[src/rtl/prng_arbiter_if.sv]
// prng_arbiter_if -- bundle between the requesters, the PRNG core and
// prng_arbiter.
//
// Parameters: NREQ requesters, WIDTH-bit random/seed words.
// Signals:
//   req[NREQ]        level request for one random word per requester
//   gnt[NREQ]        one-hot, one-cycle grant; rand_data/err valid with it
//   rand_data[WIDTH] word delivered with gnt
//   err              grant ended by timeout (rand_data is the old word)
//   seed_req         level reseed request
//   seed_data[WIDTH] seed, sampled when the arbiter accepts seed_req
//   seed_ack         one-cycle acknowledge of an accepted reseed
//   prng_step        one-cycle pulse advancing the core
//   prng_load        one-cycle pulse loading prng_seed into the core
//   prng_seed[WIDTH] seed presented to the core, valid while prng_load is high
//   prng_value[WIDTH] current core output
//   prng_ready       core output updated after a step
//
// Handshake semantics: req and seed_req are levels; a request is consumed
// when the arbiter answers it with exactly one gnt (or seed_ack) pulse, and a
// requester still holding req after that pulse is asking for another word.
// prng_ready is only meaningful while the arbiter is waiting after prng_step.
//
// Modports: slave = arbiter side, master = requester/core side.
interface prng_arbiter_if #(
    parameter int NREQ  = 4,
    parameter int WIDTH = 32
);
    logic [NREQ-1:0]  req;
    logic [NREQ-1:0]  gnt;
    logic [WIDTH-1:0] rand_data;
    logic             err;
    logic             seed_req;
    logic [WIDTH-1:0] seed_data;
    logic             seed_ack;
    logic             prng_step;
    logic             prng_load;
    logic [WIDTH-1:0] prng_seed;
    logic [WIDTH-1:0] prng_value;
    logic             prng_ready;

    modport slave (
        input  req, seed_req, seed_data, prng_value, prng_ready,
        output gnt, rand_data, err, seed_ack, prng_step, prng_load, prng_seed
    );

    modport master (
        output req, seed_req, seed_data, prng_value, prng_ready,
        input  gnt, rand_data, err, seed_ack, prng_step, prng_load, prng_seed
    );
endinterface

[src/rtl/prng_arbiter.sv]
// prng_arbiter -- shares one PRNG core among NREQ requesters with round-robin
// arbitration, reseeding, and a timeout on the core's ready.
//
// Ports:
//   clk              rising-edge clock
//   rst              asynchronous, active-low reset
//   bus              prng_arbiter_if.slave (requests, grants, core control)
//   grant_count_o    16-bit total grants (0 unless PRNG_ARBITER_STATS_EN)
//   timeout_count_o  8-bit total timeout grants (0 unless PRNG_ARBITER_STATS_EN)
//   state_dbg_o      current FSM state (IDLE=0 STEP=1 WAIT=2 GRANT=3 SEED=4)
//
// Optional feature: define PRNG_ARBITER_STATS_EN to build the grant and
// timeout counters; otherwise both outputs are tied to zero.
module prng_arbiter #(
    parameter int NREQ    = 4,
    parameter int WIDTH   = 32,
    parameter int TIMEOUT = 15
) (
    input  logic                clk,
    input  logic                rst,
    prng_arbiter_if.slave       bus,
    output logic [15:0]         grant_count_o,
    output logic [7:0]          timeout_count_o,
    output logic [2:0]          state_dbg_o
);
    localparam int IW = (NREQ > 1) ? $clog2(NREQ) : 1;

    typedef enum logic [2:0] {
        S_IDLE  = 3'd0,
        S_STEP  = 3'd1,
        S_WAIT  = 3'd2,
        S_GRANT = 3'd3,
        S_SEED  = 3'd4
    } state_t;

    state_t           state_q;
    logic [IW-1:0]    ptr_q;
    logic [IW-1:0]    win_q;
    logic [7:0]       wait_cnt_q;
    logic [NREQ-1:0]  gnt_q;
    logic [WIDTH-1:0] rand_q;
    logic             err_q;
    logic             ack_q;
    logic             step_q;
    logic             load_q;
    logic [WIDTH-1:0] seed_q;

    // Round-robin search: scan upward from ptr_q, wrapping at NREQ.
    logic [IW-1:0]    win_d;
    logic             found_d;
    logic [IW:0]      scan_sum;
    logic [IW-1:0]    scan_idx;

    always_comb begin
        win_d    = '0;
        found_d  = 1'b0;
        scan_sum = '0;
        scan_idx = '0;
        for (int k = 0; k < NREQ; k++) begin
            scan_sum = {1'b0, ptr_q} + (IW+1)'(k);
            if (scan_sum >= (IW+1)'(NREQ)) begin
                scan_sum = scan_sum - (IW+1)'(NREQ);
            end
            scan_idx = scan_sum[IW-1:0];
            if (!found_d && bus.req[scan_idx]) begin
                found_d = 1'b1;
                win_d   = scan_idx;
            end
        end
    end

    logic [NREQ-1:0] win_onehot;
    assign win_onehot = {{(NREQ-1){1'b0}}, 1'b1} << win_q;

    always_ff @(posedge clk or negedge rst) begin
        if (!rst) begin
            state_q    <= S_IDLE;
            ptr_q      <= '0;
            win_q      <= '0;
            wait_cnt_q <= '0;
            gnt_q      <= '0;
            rand_q     <= '0;
            err_q      <= 1'b0;
            ack_q      <= 1'b0;
            step_q     <= 1'b0;
            load_q     <= 1'b0;
            seed_q     <= '0;
        end else begin
            // Pulse outputs default low so each is high for one cycle only.
            gnt_q  <= '0;
            err_q  <= 1'b0;
            ack_q  <= 1'b0;
            step_q <= 1'b0;
            load_q <= 1'b0;
            case (state_q)
                S_IDLE: begin
                    // Reseed wins over word requests, but only here in IDLE.
                    if (bus.seed_req) begin
                        seed_q  <= bus.seed_data;
                        load_q  <= 1'b1;
                        ack_q   <= 1'b1;
                        state_q <= S_SEED;
                    end else if (found_d) begin
                        win_q   <= win_d;
                        step_q  <= 1'b1;
                        state_q <= S_STEP;
                    end
                end
                S_STEP: begin
                    wait_cnt_q <= '0;
                    state_q    <= S_WAIT;
                end
                S_WAIT: begin
                    if (bus.prng_ready) begin
                        rand_q  <= bus.prng_value;
                        gnt_q   <= win_onehot;
                        state_q <= S_GRANT;
                    end else if (wait_cnt_q == 8'(TIMEOUT - 1)) begin
                        // Give up: grant with the previous word and flag it.
                        gnt_q   <= win_onehot;
                        err_q   <= 1'b1;
                        state_q <= S_GRANT;
                    end else begin
                        wait_cnt_q <= wait_cnt_q + 8'd1;
                    end
                end
                S_GRANT: begin
                    ptr_q   <= (win_q == IW'(NREQ - 1)) ? '0 : win_q + 1'b1;
                    state_q <= S_IDLE;
                end
                S_SEED: begin
                    state_q <= S_IDLE;
                end
                default: begin
                    state_q <= S_IDLE;
                end
            endcase
        end
    end

    assign bus.gnt       = gnt_q;
    assign bus.rand_data = rand_q;
    assign bus.err       = err_q;
    assign bus.seed_ack  = ack_q;
    assign bus.prng_step = step_q;
    assign bus.prng_load = load_q;
    assign bus.prng_seed = seed_q;
    assign state_dbg_o   = state_q;

`ifdef PRNG_ARBITER_STATS_EN
    logic [15:0] grant_cnt_q;
    logic [7:0]  timeout_cnt_q;

    // GRANT lasts exactly one cycle, so counting there counts each gnt pulse.
    always_ff @(posedge clk or negedge rst) begin
        if (!rst) begin
            grant_cnt_q   <= '0;
            timeout_cnt_q <= '0;
        end else if (state_q == S_GRANT) begin
            grant_cnt_q <= grant_cnt_q + 16'd1;
            if (err_q) begin
                timeout_cnt_q <= timeout_cnt_q + 8'd1;
            end
        end
    end

    assign grant_count_o   = grant_cnt_q;
    assign timeout_count_o = timeout_cnt_q;
`else
    assign grant_count_o   = 16'd0;
    assign timeout_count_o = 8'd0;
`endif
endmodule

[src/flat_wrapper.sv]
// flat-port wrapper written by rule: the top's interface ports become plain ports
module prng_arbiter_flat 
#(
    parameter int NREQ    = 4,
    parameter int WIDTH   = 32,
    parameter int TIMEOUT = 15
)
  (clk, rst, grant_count_o, timeout_count_o, state_dbg_o, bus_req, bus_seed_req, bus_seed_data, bus_prng_value, bus_prng_ready, bus_gnt, bus_rand_data, bus_err, bus_seed_ack, bus_prng_step, bus_prng_load, bus_prng_seed);
  prng_arbiter_if #(.NREQ(NREQ), .WIDTH(WIDTH)) bus_i ();
  input  logic clk;
  input  logic rst;
  output logic [15:0] grant_count_o;
  output logic [7:0] timeout_count_o;
  output logic [2:0] state_dbg_o;
  input wire logic [$bits(bus_i.req)-1:0] bus_req;
  input wire logic [$bits(bus_i.seed_req)-1:0] bus_seed_req;
  input wire logic [$bits(bus_i.seed_data)-1:0] bus_seed_data;
  input wire logic [$bits(bus_i.prng_value)-1:0] bus_prng_value;
  input wire logic [$bits(bus_i.prng_ready)-1:0] bus_prng_ready;
  output wire logic [$bits(bus_i.gnt)-1:0] bus_gnt;
  output wire logic [$bits(bus_i.rand_data)-1:0] bus_rand_data;
  output wire logic [$bits(bus_i.err)-1:0] bus_err;
  output wire logic [$bits(bus_i.seed_ack)-1:0] bus_seed_ack;
  output wire logic [$bits(bus_i.prng_step)-1:0] bus_prng_step;
  output wire logic [$bits(bus_i.prng_load)-1:0] bus_prng_load;
  output wire logic [$bits(bus_i.prng_seed)-1:0] bus_prng_seed;
  assign bus_i.req = bus_req;
  assign bus_i.seed_req = bus_seed_req;
  assign bus_i.seed_data = bus_seed_data;
  assign bus_i.prng_value = bus_prng_value;
  assign bus_i.prng_ready = bus_prng_ready;
  assign bus_gnt = bus_i.gnt;
  assign bus_rand_data = bus_i.rand_data;
  assign bus_err = bus_i.err;
  assign bus_seed_ack = bus_i.seed_ack;
  assign bus_prng_step = bus_i.prng_step;
  assign bus_prng_load = bus_i.prng_load;
  assign bus_prng_seed = bus_i.prng_seed;
  prng_arbiter #(.NREQ(NREQ), .WIDTH(WIDTH), .TIMEOUT(TIMEOUT)) u_core (.clk(clk), .rst(rst), .bus(bus_i), .grant_count_o(grant_count_o), .timeout_count_o(timeout_count_o), .state_dbg_o(state_dbg_o));
endmodule
[config.mk]
export PLATFORM = sky130hd
export DESIGN_NAME = prng_arbiter_flat
export DESIGN_NICKNAME = d
export VERILOG_FILES = /design/src/rtl/prng_arbiter_if.sv /design/src/rtl/prng_arbiter.sv /design/src/flat_wrapper.sv
export SDC_FILE = /design/constraint.sdc
export NUM_CORES = 1
export LEC_CHECK = 0
export ABC_AREA = 0
export CAP_MARGIN = 30
export CORE_ASPECT_RATIO = 0.7
export CORE_UTILIZATION = 37
export DETAILED_ROUTE_END_ITERATION = 7
export GPL_TIMING_DRIVEN = 0
export PLACE_DENSITY = 0.76
export SETUP_SLACK_MARGIN = 0.1
export SLEW_MARGIN = 15
export SYNTH_ARGS = -nofsm -noshare
export SYNTH_HDL_FRONTEND = slang
export SYNTH_SLANG_ARGS = --single-unit
[constraint.sdc]
create_clock -name clk -period 1.5 [get_ports clk]
set_clock_uncertainty 0.05 [all_clocks]
set_input_delay 0.3 -clock clk [delete_from_list [all_inputs] [get_ports clk]]
set_output_delay 0.3 -clock clk [all_outputs]
set_load 0.1 [all_outputs]
==> impl_summary.log <==
INFO  metric synth.yosys.warnings = 0
INFO  metric min_period = 1.78 ns
INFO  metric flow.area_growth_from_synthesis = 74.9%
INFO  metric floorplan.initialDensity = 38.1%
INFO  metric synth_area = approximately 3700 µm²
INFO  metric fin_crit_sh = 119%
INFO  metric ratio_of_cells_with_drive_above_1_in_the_final_layout = 52.1%
INFO  metric finalMaxSlewViolations = 0
INFO  metric drcViolationCount = 0
INFO  metric cts_sinks = 86
INFO  metric vias = 2792
INFO  metric dieHeight = 85.8 µm
INFO  metric worst_skew_pair.late_latency = between 0.3 and 0.4 ns
INFO  metric die-width = about 120 µm
INFO  metric timing.critical_path.to_type = register
INFO  metric htree_num_levels = 3
INFO  metric layout_commonest_cell = sky130_fd_sc_hd__buf_4
INFO  metric rsz_0062_raised_after_global_routing = true
INFO  metric violations_in_the_final_reports = negative setup slack
INFO  metric detail_route.wirelength = 9980 µm
INFO  metric timing.critical_path.from_type = register
INFO  metric timing.max_cap.violations = 0
INFO  metric core.rowCount = 30
INFO  metric finalHoldViolCount = 0
INFO  metric clock_tree.root_cell = sky130_fd_sc_hd__clkbuf_16
INFO  metric antenna_found_initial = 0
INFO  metric hpwl = 6520 µm
INFO  metric dp_cells = approximately 570
INFO  metric final-setup-viol-count = 80
INFO  metric headroom_to_the_max_slew_limit = between 60% and 70%
INFO  metric placeableCoreArea = 9720 µm²
INFO  metric floorplan.io_pins = 171
INFO  metric min-delay-path-class = primary input to asynchronous set/reset pin
INFO  metric drt_iter0_markers = 92
INFO  metric ys_ff_latch = 86
INFO  metric layoutNonFillerInstCount = 612
INFO  metric setup_ws = -0.280 ns
INFO  metric layout_common_cells = sky130_fd_sc_hd__buf_4, sky130_fd_sc_hd__dfrtp_1, sky130_fd_sc_hd__clkdlybuf4s50_1
INFO  metric fin_nets = roughly 560
INFO  metric syn_inst = 268
INFO  metric portBuffers = 146
INFO  metric critical_path_arrival = 1.95 ns
INFO  metric drtAntennaViolNets = 0
INFO  metric inserted_clock_buffers = 9
INFO  metric grt_start_max_net_pins = 45
INFO  metric tritoncts = yes
INFO  metric rr_worst_depth = 5
INFO  metric critical_path_peak_fanout = 6
INFO  metric viasPerCell = 4.56
INFO  metric max_freq = 562 MHz
INFO  metric fillerInstances = 729
INFO  metric status = finished, violations left
INFO  metric detail_route.wl_per_cell = approximately 16 µm
INFO  metric post_synth_num_cell_types = 41
INFO  metric avgSynthCellArea = 13.8 µm²
INFO  metric grt_pass1_vias = 2880
INFO  metric grt_remaining_overflow = 0
INFO  metric synth_seq_area_share = 58.0%
INFO  metric gr-usage-all-layers = 18.7%
INFO  metric cts.path.max_buffers = 2
INFO  metric fp.dieArea = 10400 µm²
INFO  metric worstMarginPinSlew = 0.579 ns
INFO  metric dr.pass1.iters = 4
INFO  metric timing_worst_setup_path_type = register to register
INFO  metric gpl.final_weighted_congestion = 0.757
INFO  metric global_route_wire_length_before_repair = 14800 µm
INFO  metric n_antenna_cell = 0
INFO  metric required_time_at_the_worst_slack_endpoint = 1.67 ns
INFO  metric clk_pin_slew = about 0.060 ns
## cells by family after synthesis
logic type,Yosys count,share of synthesized area (%)
buf+inv,42,7.49
compound gates,18,3.51
simple gates,44,7.49
flops,86,58.0
mux,68,20.6
fa+ha+maj,6,2.02
other cells,1,0.101
xor+xnor,3,0.709
## cells in the mapped netlist (all sizes together)
master	instances	share of area (%)
conb	1	0.10
a21oi	2	0.27
o21ba	1	0.27
a21o	1	0.20
and4	1	0.24
mux2i	1	0.27
or2	1	0.17
mux2	67	20
ha	6	2.0
dfrtp	86	58
o22ai	2	0.34
nand2	9	0.91
a311o	1	0.27
or3	2	0.34
inv	6	0.61
nor4b	4	1.9
nor3	1	0.13
xor2	3	0.71
o311a	1	0.27
o211ai	2	0.40
o21ai	3	0.40
nor4	1	0.17
nor2	9	0.91
and2	6	1.0
nand4	1	0.17
nand4b	1	0.24
o221ai	1	0.24
and3	2	0.34
clkbuf	1	0.10
nand3b	1	0.20
buf	35	6.8
a221oi	1	0.24
nand3	3	0.40
nand2b	2	0.34
o31ai	3	0.61
## layout make-up
type	instances	area, µm²	share of cell area, %
flip-flops and latches	86	2160	33.4
repair buffers	177	1720	26.5
clock buffers	9	225	3.47
multi-input cells	163	1720	26.5
plain buffers	36	377	5.81
clock inverters	7	97.6	1.51
well taps	128	160	2.47
inverters	6	22.5	0.347
## path summary, 6_finish.rpt
| check | startpoint | to | slack, ns |
|---|---|---|---|
| worst max register to register | u_core.state_dbg_o[0]$_DFFE_PN0P_ | u_core.bus.prng_seed[18]$_DFFE_PN0P_ | -0.28 |
| worst min-delay path | rst | u_core.wait_cnt_q[3]$_DFFE_PN0P_ | 0.45 |
| worst min register to register | u_core.bus.prng_seed[25]$_DFFE_PN0P_ | u_core.bus.prng_seed[25]$_DFFE_PN0P_ | 0.46 |
| min in group clk | u_core.bus.prng_seed[25]$_DFFE_PN0P_ | u_core.bus.prng_seed[25]$_DFFE_PN0P_ | 0.46 |
| max in group asynchronous | rst | u_core.bus.seed_ack$_DFF_PN0_ | 0.32 |
| worst max-delay path | u_core.state_dbg_o[0]$_DFFE_PN0P_ | u_core.bus.prng_seed[18]$_DFFE_PN0P_ | -0.28 |
## layer usage
layer / vias to the layer above / track usage (%) / wire [µm]
met5: - / 0 / 0
met4: 0 / 5.16 / 70
met3: 11 / 5.59 / 576
met2: 97 / 32.4 / 5180
met1: 1381 / 22.8 / 4160
li1: 1303 / - / -
## metrics by stage
step	utilization, %	setup TNS, ns	hold slack (ns)	cell area (µm²)	setup WS [ns]
6_report	66.7	-15.56	0.454	6480	-0.280
4_1_cts	63.4	-14.26	0.440	6160	-0.250
2_1_floorplan	-	-25.31	-0.0456	3880	-0.444
3_5_place_dp	56.9	-63.43	0.284	5530	-0.669
3_3_place_gp	56.6	-325.21	0.418	5510	-3.63
5_1_grt	66.7	-20.60	0.474	6480	-0.336
## state kept, by name, indices dropped and copies added (netlist names)
| name | cells |
|---|---|
| u_core.bus.prng_seed | 32 |
| u_core.bus.rand_data | 32 |
| u_core.wait_cnt_q | 8 |
| u_core.bus.gnt | 4 |
| u_core.state_dbg_o | 3 |
| u_core.ptr_q | 2 |
| u_core.win_q | 2 |
| u_core.bus.err | 1 |
| u_core.bus.prng_step | 1 |
| u_core.bus.seed_ack | 1 |
## worst max-delay path, cell delays in order, from the launching register on
cell,delay [ns]
sky130_fd_sc_hd__dfrtp_4,0.48
sky130_fd_sc_hd__buf_8,0.15
sky130_fd_sc_hd__nor4b_4,0.31
sky130_fd_sc_hd__buf_6,0.20
sky130_fd_sc_hd__clkbuf_16,0.16
sky130_fd_sc_hd__mux2_4,0.30
## what timing repair did
| action | CTS | global route |
|---|---|---|
| hold endpoints to repair | 42 | 0 |
| setup endpoints to repair | 157 | 90 |
| resized for setup | 531 | 42 |
| gates cloned | 1 | 5 |
| pin swaps | 11 | 9 |
| hold buffers | 1 | 0 |
| setup buffers | 17 | 8 |
Power is left out: the tool's default activity adds up to more than one toggle a clock period on the data nets, which glitch-free logic cannot reach.
